===== config.mk =====
export PLATFORM = sky130hd
export DESIGN_NAME = mux_pair_seq
export DESIGN_NICKNAME = d
export VERILOG_FILES = /design/src/rtl/mux_pair_seq.sv
export SDC_FILE = /design/constraint.sdc
export NUM_CORES = 1
export LEC_CHECK = 0
export CORE_MARGIN = 3
export CORE_UTILIZATION = 30
export CTS_BUF_LIST = sky130_fd_sc_hd__clkbuf_16
export DETAILED_ROUTE_END_ITERATION = 16
export GPL_ROUTABILITY_DRIVEN = 0
export PLACE_DENSITY = 0.49
export SETUP_SLACK_MARGIN = 0.15
export SKIP_LAST_GASP = 1
export SLEW_MARGIN = 15
export SYNTH_ARGS = -nofsm -noshare
export SYNTH_HDL_FRONTEND = slang
export SYNTH_SLANG_ARGS = --single-unit

===== constraint.sdc =====
create_clock -name clk -period 1.95 [get_ports clk]
set_input_delay 0.2925 -clock clk [delete_from_list [all_inputs] [get_ports clk]]
set_output_delay 0.2925 -clock clk [all_outputs]
set_load 0.01 [all_outputs]

===== src/rtl/mux_pair_seq.sv =====
// mux_pair_seq: walks the pair-mux select through pairs 0..NUM_PAIRS-1 on a
// start pulse and hands each pair to the consumer over valid/ready.
// When nothing is in flight the select parks at all-ones so the mux outputs zero.
// Optional feature: define MUX_PAIR_SEQ_LOOP_EN to add loop_mode, which
// restarts the walk at pair 0 after the last pair instead of finishing.
module mux_pair_seq #(
  parameter int NUM_PAIRS = 5,
  parameter int SEL_W     = 3,
  parameter int STEP_DIV  = 1
) (
  input  logic             clk,
  input  logic             nrst,
  input  logic             start,
  input  logic             abort,
  input  logic             pair_ready,
`ifdef MUX_PAIR_SEQ_LOOP_EN
  input  logic             loop_mode,
`endif
  output logic [SEL_W-1:0] sel,
  output logic             pair_valid,
  output logic             busy,
  output logic             done,
  output logic             start_err
);

  localparam logic [SEL_W-1:0] IDLE_SEL = {SEL_W{1'b1}};
  localparam logic [SEL_W-1:0] LAST_SEL = SEL_W'(NUM_PAIRS - 1);
  localparam logic [7:0]       GAP_LOAD = 8'(STEP_DIV - 1);
  localparam bit               HAS_GAP  = (STEP_DIV > 1);

  typedef enum logic [1:0] {IDLE, RUN, GAP, DONE} state_e;

  state_e           state_q;
  logic [SEL_W-1:0] sel_q;
  logic             pairValid_q;
  logic             busy_q;
  logic             done_q;
  logic             startErr_q;
  logic [7:0]       gapCnt_q;

  logic [SEL_W-1:0] selStep_d;
  logic             wrap_d;

  // Next pair index (wraps to 0 after the last pair) and whether a finished pass restarts.
  always_comb begin
    selStep_d = (sel_q == LAST_SEL) ? '0 : sel_q + SEL_W'(1);
    wrap_d    = 1'b0;
`ifdef MUX_PAIR_SEQ_LOOP_EN
    wrap_d    = loop_mode;
`endif
  end

  // Sequencer FSM; every output is a register updated here, abort always wins.
  always_ff @(posedge clk or negedge nrst) begin
    if (!nrst) begin
      state_q     <= IDLE;
      sel_q       <= IDLE_SEL;
      pairValid_q <= 1'b0;
      busy_q      <= 1'b0;
      done_q      <= 1'b0;
      startErr_q  <= 1'b0;
      gapCnt_q    <= '0;
    end else begin
      done_q     <= 1'b0;
      startErr_q <= 1'b0;
      case (state_q)
        IDLE: begin
          if (start) begin
            state_q     <= RUN;
            sel_q       <= '0;
            pairValid_q <= 1'b1;
            busy_q      <= 1'b1;
          end
        end
        RUN: begin
          if (abort) begin
            state_q     <= IDLE;
            sel_q       <= IDLE_SEL;
            pairValid_q <= 1'b0;
            busy_q      <= 1'b0;
            gapCnt_q    <= '0;
          end else begin
            startErr_q <= start;
            if (pair_ready) begin
              if (sel_q != LAST_SEL || wrap_d) begin
                if (sel_q == LAST_SEL) begin
                  done_q <= 1'b1;
                end
                if (HAS_GAP) begin
                  state_q     <= GAP;
                  pairValid_q <= 1'b0;
                  gapCnt_q    <= GAP_LOAD;
                end else begin
                  sel_q <= selStep_d;
                end
              end else begin
                state_q     <= DONE;
                sel_q       <= IDLE_SEL;
                pairValid_q <= 1'b0;
                busy_q      <= 1'b0;
                done_q      <= 1'b1;
              end
            end
          end
        end
        GAP: begin
          if (abort) begin
            state_q     <= IDLE;
            sel_q       <= IDLE_SEL;
            pairValid_q <= 1'b0;
            busy_q      <= 1'b0;
            gapCnt_q    <= '0;
          end else begin
            startErr_q <= start;
            if (gapCnt_q <= 8'd1) begin
              state_q     <= RUN;
              sel_q       <= selStep_d;
              pairValid_q <= 1'b1;
              gapCnt_q    <= '0;
            end else begin
              gapCnt_q <= gapCnt_q - 8'd1;
            end
          end
        end
        DONE: begin
          if (start && !abort) begin
            state_q     <= RUN;
            sel_q       <= '0;
            pairValid_q <= 1'b1;
            busy_q      <= 1'b1;
          end else begin
            state_q <= IDLE;
          end
        end
        default: begin
          state_q     <= IDLE;
          sel_q       <= IDLE_SEL;
          pairValid_q <= 1'b0;
          busy_q      <= 1'b0;
          gapCnt_q    <= '0;
        end
      endcase
    end
  end

  assign sel        = sel_q;
  assign pair_valid = pairValid_q;
  assign busy       = busy_q;
  assign done       = done_q;
  assign start_err  = startErr_q;

endmodule


==> metrics.txt <==
status complete, no violations; area of combinational cells with multiple inputs 694 um^2; Overflow after GRT 0; share of the clock period used by the worst path after layout between 90% and 100%; drt via density 5.10; area of all placed cells without fillers 1440 um^2; Post-synth top flop sky130_fd_sc_hd__dfrtp_1; aggregate global-route resource usage between 10 and 15%; Post-Synthesis Net Count 127; placement row count 21; footprint of the flip-flops and latches ~430 um^2; Worst setup EP type register; combined area of all synthesized cells around 1100 um^2; input/output buffers 11; RSZ-0062 raised after global routing true; placeable core region around 3400 um^2; DRC violation total after the first TritonRoute iteration 22; wire length of the first global-routing pass roughly 4300 um; number of hold buffers added after cts 0; Clock Latency Late Sink 250 ps; synth-to-layout area growth 29.9%; Switching Fraction 39.1%; path type of the worst min-delay path input port to asynchronous set/reset pin; Critical Path Slowest Stage Cell sky130_fd_sc_hd__dfrtp_1; via count of the first global-routing pass 913; sink count of the clock tree 17; combinational share of power 53.4%; total net switching power 0.865 mW; async set or reset register ratio after synthesis 100%; Longest Clk Path Bufs 2; total of fill cells in the finished design 348; ports placed on the boundary 12; fraction of power consumed by sequential logic approximately 28%; Rel. slew slack between 70% and 80%; most frequent standard cell in the layout excluding fill and tap cells sky130_fd_sc_hd__dfrtp_1; final layout net count 145; Antenna diodes 0; number of setup buffers added after CTS 0; Worst path top cell family by delay simple AND/OR/NAND/NOR gates; number of instances in the synthesized netlist 113; number of buffers and inverters on the critical path 1; skew final 0.975 ps; Int Pwr 1.35 mW; CTS Buf Count 3; Placement Cell Area 1290 um^2; die outline area between 4000 and 5000 um^2; Max IR drop VDD 0.539 mV; # placed instances 172; Period minus WS final 1780 ps; final hold vios 0; Clock H-tree levels 1; Clk pwr share a little under a fifth; Slew Limit Fails 0; count of warnings emitted by yosys 0; register bit count reported by yosys 17; TritonCTS clock tree yes; Detailed Routing Iterations Pass 1 4; Pwr Density 1540 nW/um^2; Worst-path clk slew 50 ps; pin count of the biggest net entering global routing 14; starting density of the core 32.2%; antenna viol nets, final 0; maximum fanout count along the critical path 13; initial antenna violation count 0; Worst Path Required 2110 ps; Seq/Total Area, Yosys just under 40%; overall die width 66.8 um; CP Class register to register; Root Buffer Master sky130_fd_sc_hd__clkbuf_16; P_leak 0.626 nW; number of library cell types mapped by synthesis 42; layout cell share with drive strength beyond 1 20.8%; DPL Wire Length 1910 um; final std cells w/o fill 176; Total Negative Setup Slacks 0 ps; detailed-route wire length per cell 14.5 um; drc violations 0; final routed wirelength across all metal layers roughly 2500 um; final-report setup violation count 0; reported max-cap violation count 0; Die Height 66.8 um; max incr delay on CP about 400 ps; maximum clock frequency 563 MHz; top library cells by usage in the layout, fill and taps aside sky130_fd_sc_hd__dfrtp_1, sky130_fd_sc_hd__clkdlybuf4s50_1, sky130_fd_sc_hd__inv_1; worst path cell trace inv_1 -> ha_1 -> or2_1 -> a31o_4 -> nand3_1 -> mux2i_1; critical path data arrival time between 1500 and 2000 ps; transition time of the tightest slew-check pin roughly 370 ps; startpoint class of the critical path register; count of flip-flops with a built-in enable after synthesis 0; Via Count 897; per-instance average area after synthesis 9.82 um^2
## power groups by stage
stage               Clock [mW]  Combinational, mW  Sequential (mW)
floorplan                    0              0.775            0.612
global placement             0               1.07            0.616
detailed placement           0               1.09            0.619
CTS                      0.414               1.11            0.615
global route             0.430               1.33            0.646
finish                   0.406               1.18            0.626
## flip-flops by register name, summed over array words and instances (netlist names)
signal and count:
gapCnt_q 8, start_err 1, pair_valid 1, busy 1
state_q 2, sel 3, done 1
## Yosys cell counts, drive strengths merged (3+ instances only)
cell type,n,area [um^2]
dfrtp,14,350
ha,9,113
inv,9,33.8
nand2,7,26.3
a21oi,6,33.8
nor2,6,22.5
nor3,6,35.0
mux2i,5,53.8
o21ai,5,25.0
nand3,4,20.0
a21o,3,22.5
buf,3,23.8
dfstp,3,78.8
nand2b,3,18.8
nor4b,3,32.5
## kinds of logic after synthesis
family                     after synthesis  synth area share (%)
DFF                                     17                  38.7
xor gates and xnor gates                 2                  1.58
AOI/OAI and AO/OA                       28                  18.2
adders and majority gates                9                  10.1
buffers and inverters                   12                  5.19
muxes                                    6                  5.86
and+or+nand+nor                         39                  20.4
## per-stage QoR
step	hold slack (ps)	util (%)	power, mW	worst slack, ps
final	306	41.9	2.21	172
after global routing	336	41.9	2.40	66.8
after global placement	496	37.5	1.69	133
after CTS	320	40.2	2.14	188
after detailed placement	515	37.5	1.70	108
after floorplan	-3.09	-	1.39	272
## layer usage
layer,wire (um),global-route usage [%],share of wire [%],up-vias
met2,1200,20.8,47,14
li1,-,-,-,447
met1,1260,16.6,49,432
met4,41,6.09,1.6,0
met5,0,0,0,-
met3,53,2.53,2.1,4
## area by class of cell
type                    count  share of cell area [%]
multi-input cells          84                    48.2
flip-flops and latches     17                    29.8
clock inverters             1                   0.260
well taps                  46                    3.99
repair buffers             16                    10.2
inverters                   9                    2.34
clock buffers               3                    5.21
## what timing repair did
item / CTS / global route
endpoints found under the setup margin: 4 / 11
resized for setup: 3 / 10
pin swaps: 0 / 0
## final timing paths
kind                       slack, ps   startpoint           to  cells past startpoint
max                              170  gapCnt_q[0]   state_q[1]                      6
max reg2reg                      170  gapCnt_q[0]   state_q[1]                      6
min reg2reg                      520  gapCnt_q[1]  gapCnt_q[1]                      2
min                              310         nrst  gapCnt_q[1]                      1
min in group clk                 520  gapCnt_q[1]  gapCnt_q[1]                      2
max in group asynchronous       1180         nrst    start_err                      2
(Power assumes the default switching activity.)
